**src/rtl/keyb_led_tx.sv**
```systemverilog
// rtl/keyb_led_tx.sv - CH9350 keyboard LED command framer and UART 8N1 transmitter
module keyb_led_tx #(
    parameter int CLKS_PER_BIT = 312
) (
    input  logic       i_clk,
    input  logic       i_rstn,
    input  logic [2:0] i_leds,
    input  logic       i_send,
    output logic       o_txd,
    output logic       o_busy,
    output logic       o_done
);

    localparam int CW = (CLKS_PER_BIT > 1) ? $clog2(CLKS_PER_BIT) : 1;
    localparam logic [CW-1:0] CYC_LAST = CW'(CLKS_PER_BIT - 1);

    localparam logic [2:0] S_IDLE  = 3'd0;
    localparam logic [2:0] S_START = 3'd1;
    localparam logic [2:0] S_DATA  = 3'd2;
    localparam logic [2:0] S_STOP  = 3'd3;
    localparam logic [2:0] S_DONE  = 3'd4;

    logic [2:0]    state;
    logic [2:0]    byte_idx;
    logic [2:0]    bit_idx;
    logic [CW-1:0] cyc_cnt;
    logic [2:0]    frame_leds;
    logic [2:0]    sent_leds;
    logic          pending;
    logic [7:0]    cur_byte;
    logic          trigger;
    logic          bit_end;

    // Byte being serialised, selected from the frozen LED snapshot
    always_comb begin
        cur_byte = 8'h00;
        case (byte_idx)
            3'd0:    cur_byte = 8'h57;
            3'd1:    cur_byte = 8'hAB;
            3'd2:    cur_byte = 8'h12;
            3'd3:    cur_byte = {5'b0, frame_leds};
            3'd4:    cur_byte = 8'h12 + {5'b0, frame_leds};
            default: cur_byte = 8'h00;
        endcase
    end

    assign trigger = i_send || pending || (i_leds != sent_leds);
    assign bit_end = (cyc_cnt == CYC_LAST);

    always_ff @(posedge i_clk or negedge i_rstn) begin
        if (!i_rstn) begin
            state      <= S_IDLE;
            byte_idx   <= 3'd0;
            bit_idx    <= 3'd0;
            cyc_cnt    <= '0;
            frame_leds <= 3'd0;
            sent_leds  <= 3'd0;
            pending    <= 1'b0;
            o_txd      <= 1'b1;
            o_busy     <= 1'b0;
            o_done     <= 1'b0;
        end else begin
            o_done <= 1'b0;
            // Requests arriving outside IDLE collapse into one pending frame
            if (state != S_IDLE && i_send) begin
                pending <= 1'b1;
            end
            case (state)
                S_IDLE: begin
                    if (trigger) begin
                        frame_leds <= i_leds;
                        sent_leds  <= i_leds;
                        pending    <= 1'b0;
                        byte_idx   <= 3'd0;
                        cyc_cnt    <= '0;
                        state      <= S_START;
                        o_txd      <= 1'b0;
                        o_busy     <= 1'b1;
                    end
                end
                S_START: begin
                    if (bit_end) begin
                        cyc_cnt <= '0;
                        bit_idx <= 3'd0;
                        o_txd   <= cur_byte[0];
                        state   <= S_DATA;
                    end else begin
                        cyc_cnt <= cyc_cnt + CW'(1);
                    end
                end
                S_DATA: begin
                    if (bit_end) begin
                        cyc_cnt <= '0;
                        if (bit_idx == 3'd7) begin
                            o_txd <= 1'b1;
                            state <= S_STOP;
                        end else begin
                            bit_idx <= bit_idx + 3'd1;
                            o_txd   <= cur_byte[bit_idx + 3'd1];
                        end
                    end else begin
                        cyc_cnt <= cyc_cnt + CW'(1);
                    end
                end
                S_STOP: begin
                    if (bit_end) begin
                        cyc_cnt <= '0;
                        if (byte_idx == 3'd4) begin
                            o_busy <= 1'b0;
                            o_done <= 1'b1;
                            state  <= S_DONE;
                        end else begin
                            byte_idx <= byte_idx + 3'd1;
                            o_txd    <= 1'b0;
                            state    <= S_START;
                        end
                    end else begin
                        cyc_cnt <= cyc_cnt + CW'(1);
                    end
                end
                S_DONE: begin
                    state <= S_IDLE;
                end
                default: begin
                    state <= S_IDLE;
                end
            endcase
        end
    end

endmodule

```
**config.mk**
```make
export PLATFORM = sky130hd
export DESIGN_NAME = keyb_led_tx
export DESIGN_NICKNAME = d
export VERILOG_FILES = /design/src/rtl/keyb_led_tx.sv
export SDC_FILE = /design/constraint.sdc
export NUM_CORES = 1
export LEC_CHECK = 0
export CAP_MARGIN = 15
export CORE_MARGIN = 1.5
export CORE_UTILIZATION = 40
export DETAILED_ROUTE_END_ITERATION = 8
export GPL_ROUTABILITY_DRIVEN = 0
export MAX_ROUTING_LAYER = met4
export PLACE_DENSITY_LB_ADDON = 0.08
export SYNTH_ARGS = -nofsm -noshare
export SYNTH_HDL_FRONTEND = slang
export SYNTH_SLANG_ARGS = --single-unit
```
**constraint.sdc**
```tcl
create_clock -name i_clk -period 2.2 [get_ports i_clk]
set_input_delay 0.22 -clock i_clk [delete_from_list [all_inputs] [get_ports i_clk]]
set_output_delay 0.22 -clock i_clk [all_outputs]
set_load 0.02 [all_outputs]
```
Word-level counts from Yosys, hierarchy flattened:

Index checks and enable logic that the tools add are counted.

* register bits after elaboration: 25
* input port bits: 6
* output and inout bits: 3

* $add $sub $neg: 4
* $lt $le $gt $ge: 1
* equal/unequal tests: 18
* muxes and demuxes: 38
* reductions and logical operators: 18

Operator list (number)
* 8-bit case mux with 5 select lines: 1
* 3-bit two-way mux: 12
* 9-bit two-way mux: 2
* 9-bit case mux with 2 select lines: 1
* 1-bit two-way mux: 16
* 2-bit != test (second input constant): 8
* 3-bit by 2-bit == test with 1-bit output (second input constant): 4
* 3-bit case mux with 2 select lines: 2
* 3-bit case mux with 4 select lines: 1
* 4-bit AND reduction: 3
* 9-bit by 1-bit adder with 9-bit output (second input constant): 1
* 9-bit == test (second input constant): 1
* 3-bit by 1-bit adder with 3-bit output (second input constant): 2
* 5-bit by 3-bit adder with 6-bit output (first input constant): 1
* 3-bit by 1-bit == test with 1-bit output (second input constant): 2
* 3-bit == test (second input constant): 2
* 3-bit zero test: 2
* 6-bit AND reduction: 1
* 2-bit nonzero test: 3
* 5-bit AND reduction: 1
* 3-bit by 4-bit < comparator with 1-bit output (second input constant): 1
* 1-bit case mux with 4 select lines: 1
* 2-bit AND reduction: 2
* 4-bit nonzero test: 1
* other kinds (7): 8

Depth between registers and ports, before layout:

* word-level depth: 7
* gate-level depth with buffers: 8
* mapped depth without buffers: 7

Worst setup path after synthesis:

No wires, ideal clock.

* kind: reg-to-reg
* start: register cyc_cnt[3]
* end: register cyc_cnt[0]
* library setup time: 125 ps
* arrival: 1772 ps
* required time: 2075 ps
* setup slack: 303 ps
* cell stages (with the launch flop): 6
* period minus slack after synthesis: 1897 ps
* cell sequence: dfrtp_1 -> or4b_4 -> nor3_4 -> nor2_1 -> buf_4 -> mux2_2

* word-level cells in the longest chain between the ends: 3

RTL lines
* start, declared: line 26 `logic [CW-1:0] cyc_cnt;`
* start signal, assigned: line 88 `cyc_cnt <= cyc_cnt + CW'(1);`
* start signal, assigned: line 102 `cyc_cnt <= cyc_cnt + CW'(1);`
* start signal, assigned: line 118 `cyc_cnt <= cyc_cnt + CW'(1);`
* 9-bit == test: line 48 `assign bit_end = (cyc_cnt == CYC_LAST);`
* 9-bit two-way mux: line 82, 92, 106
* 9-bit case mux with 2 select lines: line 68 `case (state)`

No other way between the ends.
A chain may end at the register's enable or synchronous reset.

Worst setup path after layout:

* start: register cyc_cnt[3]
* end: register byte_idx[2]

* word-level cells in the longest chain between the ends: 3

RTL lines
* 9-bit == test: line 48
* 2-bit != test (no line)
* 4-bit AND reduction (no line)
* end signal, assigned: line 113 `byte_idx <= byte_idx + 3'd1;`
* end, declared: line 24 `logic [2:0] byte_idx;`

No other way between the ends.

==> metrics.txt <==
net count of the mapped netlist=around 190; total number of yosys warnings=0; min Tclk post-route=1983 ps; TritonCTS clock tree=built; Final Cycle Share=0.9012; CP Launch Type=flop; # IOs=9; Worst Reg2Reg Path Length in Cells=5; slew of the pin with the lowest slew margin=between 400 and 500 ps; post-synthesis simple-gate area fraction=0.2234; setup repair after global routing missed its margin=no; post-synthesis mux area share=0.02742; PD cells=845.7 nW/µm²; post-synthesis share of cell area spent on xor and xnor gates=0.02258; area overhead of the layout relative to synthesis=13.39%; number of nets with antenna violations after routing=0; maximum fanout along the worst path=7; number of buffer cells added on primary ports=8; remaining global-route overflow=0; pin count of the biggest net entering global routing=26; critical path required time=2380 ps; TritonCTS Buffers=3; quantity of gates resized following cts=0; wire length of the first global-routing pass=5892 µm; fin. max-slew vios=0; initial core utilization=0.4206; compound-cell area share of the yosys netlist=0.2032; category of the worst setup path capture point=flop; type of the setup path with the least slack=flop to flop; Setup Skew=5.348 ps; Total Routed Length=roughly 3500 µm; routed length per instance=14.83 µm; relative slew slack=0.6931; vias per cell=5.650; final core utilization=0.4769; number of flops mapped to enable cells by yosys=0; clock slew seen by the registers of the worst setup and hold paths=100 ps; start of the worst register-to-register path=cyc_cnt[3]$_DFFE_PN0P_; standard-cell rows=22; count of unique library cells instantiated by Yosys=42; average cell area after synthesis=8.866 µm²; post-synthesis sequential area ratio=0.4040; Total Neg Setup Slack=0 ps; number of global-route vias before repair=1,230; final net count=203; setup slack, reg-to-reg=220 ps; hold_buf cts=0; antenna violations before repair=0; buffer levels on the longest clock path=2; clock root cell=clkbuf_8; number of failing setup endpoints in the final timing report=0; area of the die=roughly 4300 µm²; peak supply drop=0.4579 mV; highest attainable clock frequency=504.4 MHz; total standard cell area after synthesis=1551 µm²; worst skew pair latency=approximately 280 ps; dominant combinational cell family by area after synthesis=simple AND/OR/NAND/NOR gates; most common cell after layout, fill and taps aside=nand2_1; Synth Register Bits=25; DRC marker count from the first detailed-route iteration=49; count of unresolved DRC violations after routing=0; share of post-route cells with drive strength above 1=0.09677; Initial DRT Pass Iterations=4; leakage power=0.7667 nW; Mapped Cells=175; result of the run=complete, no violations; post-CTS repair timing setup buffer count=0; Fillers=roughly 370; placeable core area=3689 µm²; data arrival time of the worst path=2160 ps; width of the die=65.28 µm; commonest cells after routing, fill and taps aside=nand2_1 (30), dfrtp_1 (24), nor2_1 (15); proportion of synthesized flip-flops having asynchronous set or reset=1.000; count of final hold-check violations=0; sink count of the clock tree=25; total number of vias=~1,300; path category of the worst min-delay check=primary input to async pin; number of levels the H-tree was split into=1; die outline height=65.28 µm; worst reg2reg path endpoint=byte_idx[2]$_DFFE_PN0P_; number of maximum-capacitance constraint violations=0; Global Route Usage Sum=0.1898; HPWL Detailed=2505 µm; leading register cell type out of synthesis=dfrtp_1; fraction of the mapped netlist area in adder cells=0.08065; Antenna diodes=0
[where the power goes]
group	total, mW	switching [mW]	internal, mW
Clock	0.291	0.162	0.129
Sequential	0.643	0.0965	0.547
Combinational	0.553	0.312	0.241
Total	1.49	0.571	0.917
[per-stage QoR]
stage                     setup slack [ps]  cell area [µm²]  hold slack (ps)  cells  total power, mW
after floorplan                      302.9             1551           -75.59    175            1.024
after global placement               263.5             1710            469.3    230            1.188
after detailed placement             230.4             1710            480.6    230            1.202
after CTS                            203.7             1759            309.4    234            1.493
after global routing                 20.04             1759            321.3    234            1.612
final                                217.4             1759            299.8    234            1.488
[metal layers]
layer,vias up,global-route usage,routed length (µm)
met2,30,0.2717,1539
met5,-,-,0
met1,630,0.2709,1739
li1,658,-,-
met4,0,0.07813,57
met3,4,0.02568,134
[critical path: stages (launching register included)]
cell and delay, ps:
dfrtp_1 460, or4b_4 550, nor3_4 200, buf_4 170
a41oi_1 230, o31ai_1 280
[cell type report]
cell class | instances | area, µm² | share of cell area
clock buffers | 3 | 41.29 | 0.02347
clock inverters | 1 | 7.507 | 0.004267
inverters | 7 | 26.28 | 0.01494
multi-input cells | 135 | 864.6 | 0.4915
flip-flops and latches | 25 | 626.9 | 0.3563
well taps | 48 | 60.06 | 0.03414
repair buffers | 15 | 132.6 | 0.07539
[sequential cells by signal, indices dropped and copies added, names as in the netlist]
signal     flops
cyc_cnt        9
bit_idx        3
byte_idx       3
sent_leds      3
state          3
o_busy         1
o_done         1
o_txd          1
pending        1
[cell usage after synthesis (all sizes together) (2+ instances only)]
library cell	count	area share
nand3b	2	0.0097
o22a	2	0.011
a31oi	6	0.024
nand3	6	0.019
nor2	15	0.036
nand4	4	0.016
a211oi	2	0.0097
and3	3	0.012
xnor2	3	0.017
nor3	4	0.020
nand2	30	0.073
clkbuf	7	0.017
inv	7	0.017
mux2i	2	0.013
a41oi	4	0.023
ha	10	0.081
a22o	2	0.011
a21o	3	0.015
o21ai	10	0.032
dfrtp	24	0.39
mux2	2	0.015
o31ai	3	0.015
a21oi	5	0.016
nand2b	2	0.0081
[worst max-delay path by stage]
stage / start / to / cells past startpoint
after detailed placement: cyc_cnt[3]$_DFFE_PN0P_ / byte_idx[2]$_DFFE_PN0P_ / 5
after global placement: cyc_cnt[3]$_DFFE_PN0P_ / byte_idx[2]$_DFFE_PN0P_ / 5
after global routing: cyc_cnt[3]$_DFFE_PN0P_ / byte_idx[0]$_DFFE_PN0P_ / 6
after floorplan: cyc_cnt[3]$_DFFE_PN0P_ / cyc_cnt[0]$_DFFE_PN0P_ / 5
final: cyc_cnt[3]$_DFFE_PN0P_ / byte_idx[2]$_DFFE_PN0P_ / 5
after CTS: cyc_cnt[3]$_DFFE_PN0P_ / byte_idx[2]$_DFFE_PN0P_ / 5
[cells by family (layout without fill, tap and decap cells)]
family                   count (synthesis)  in the layout
adder cells (fa/ha/maj)                 10             10
XOR/XNOR                                 4              4
flip-flops                              25             25
multiplexers                             4              4
AND/OR/NAND/NOR                         72             72
AO/OA/AOI/OAI                           45             45
buffers and inverters                   15             26
(Power assumes the default switching activity.)
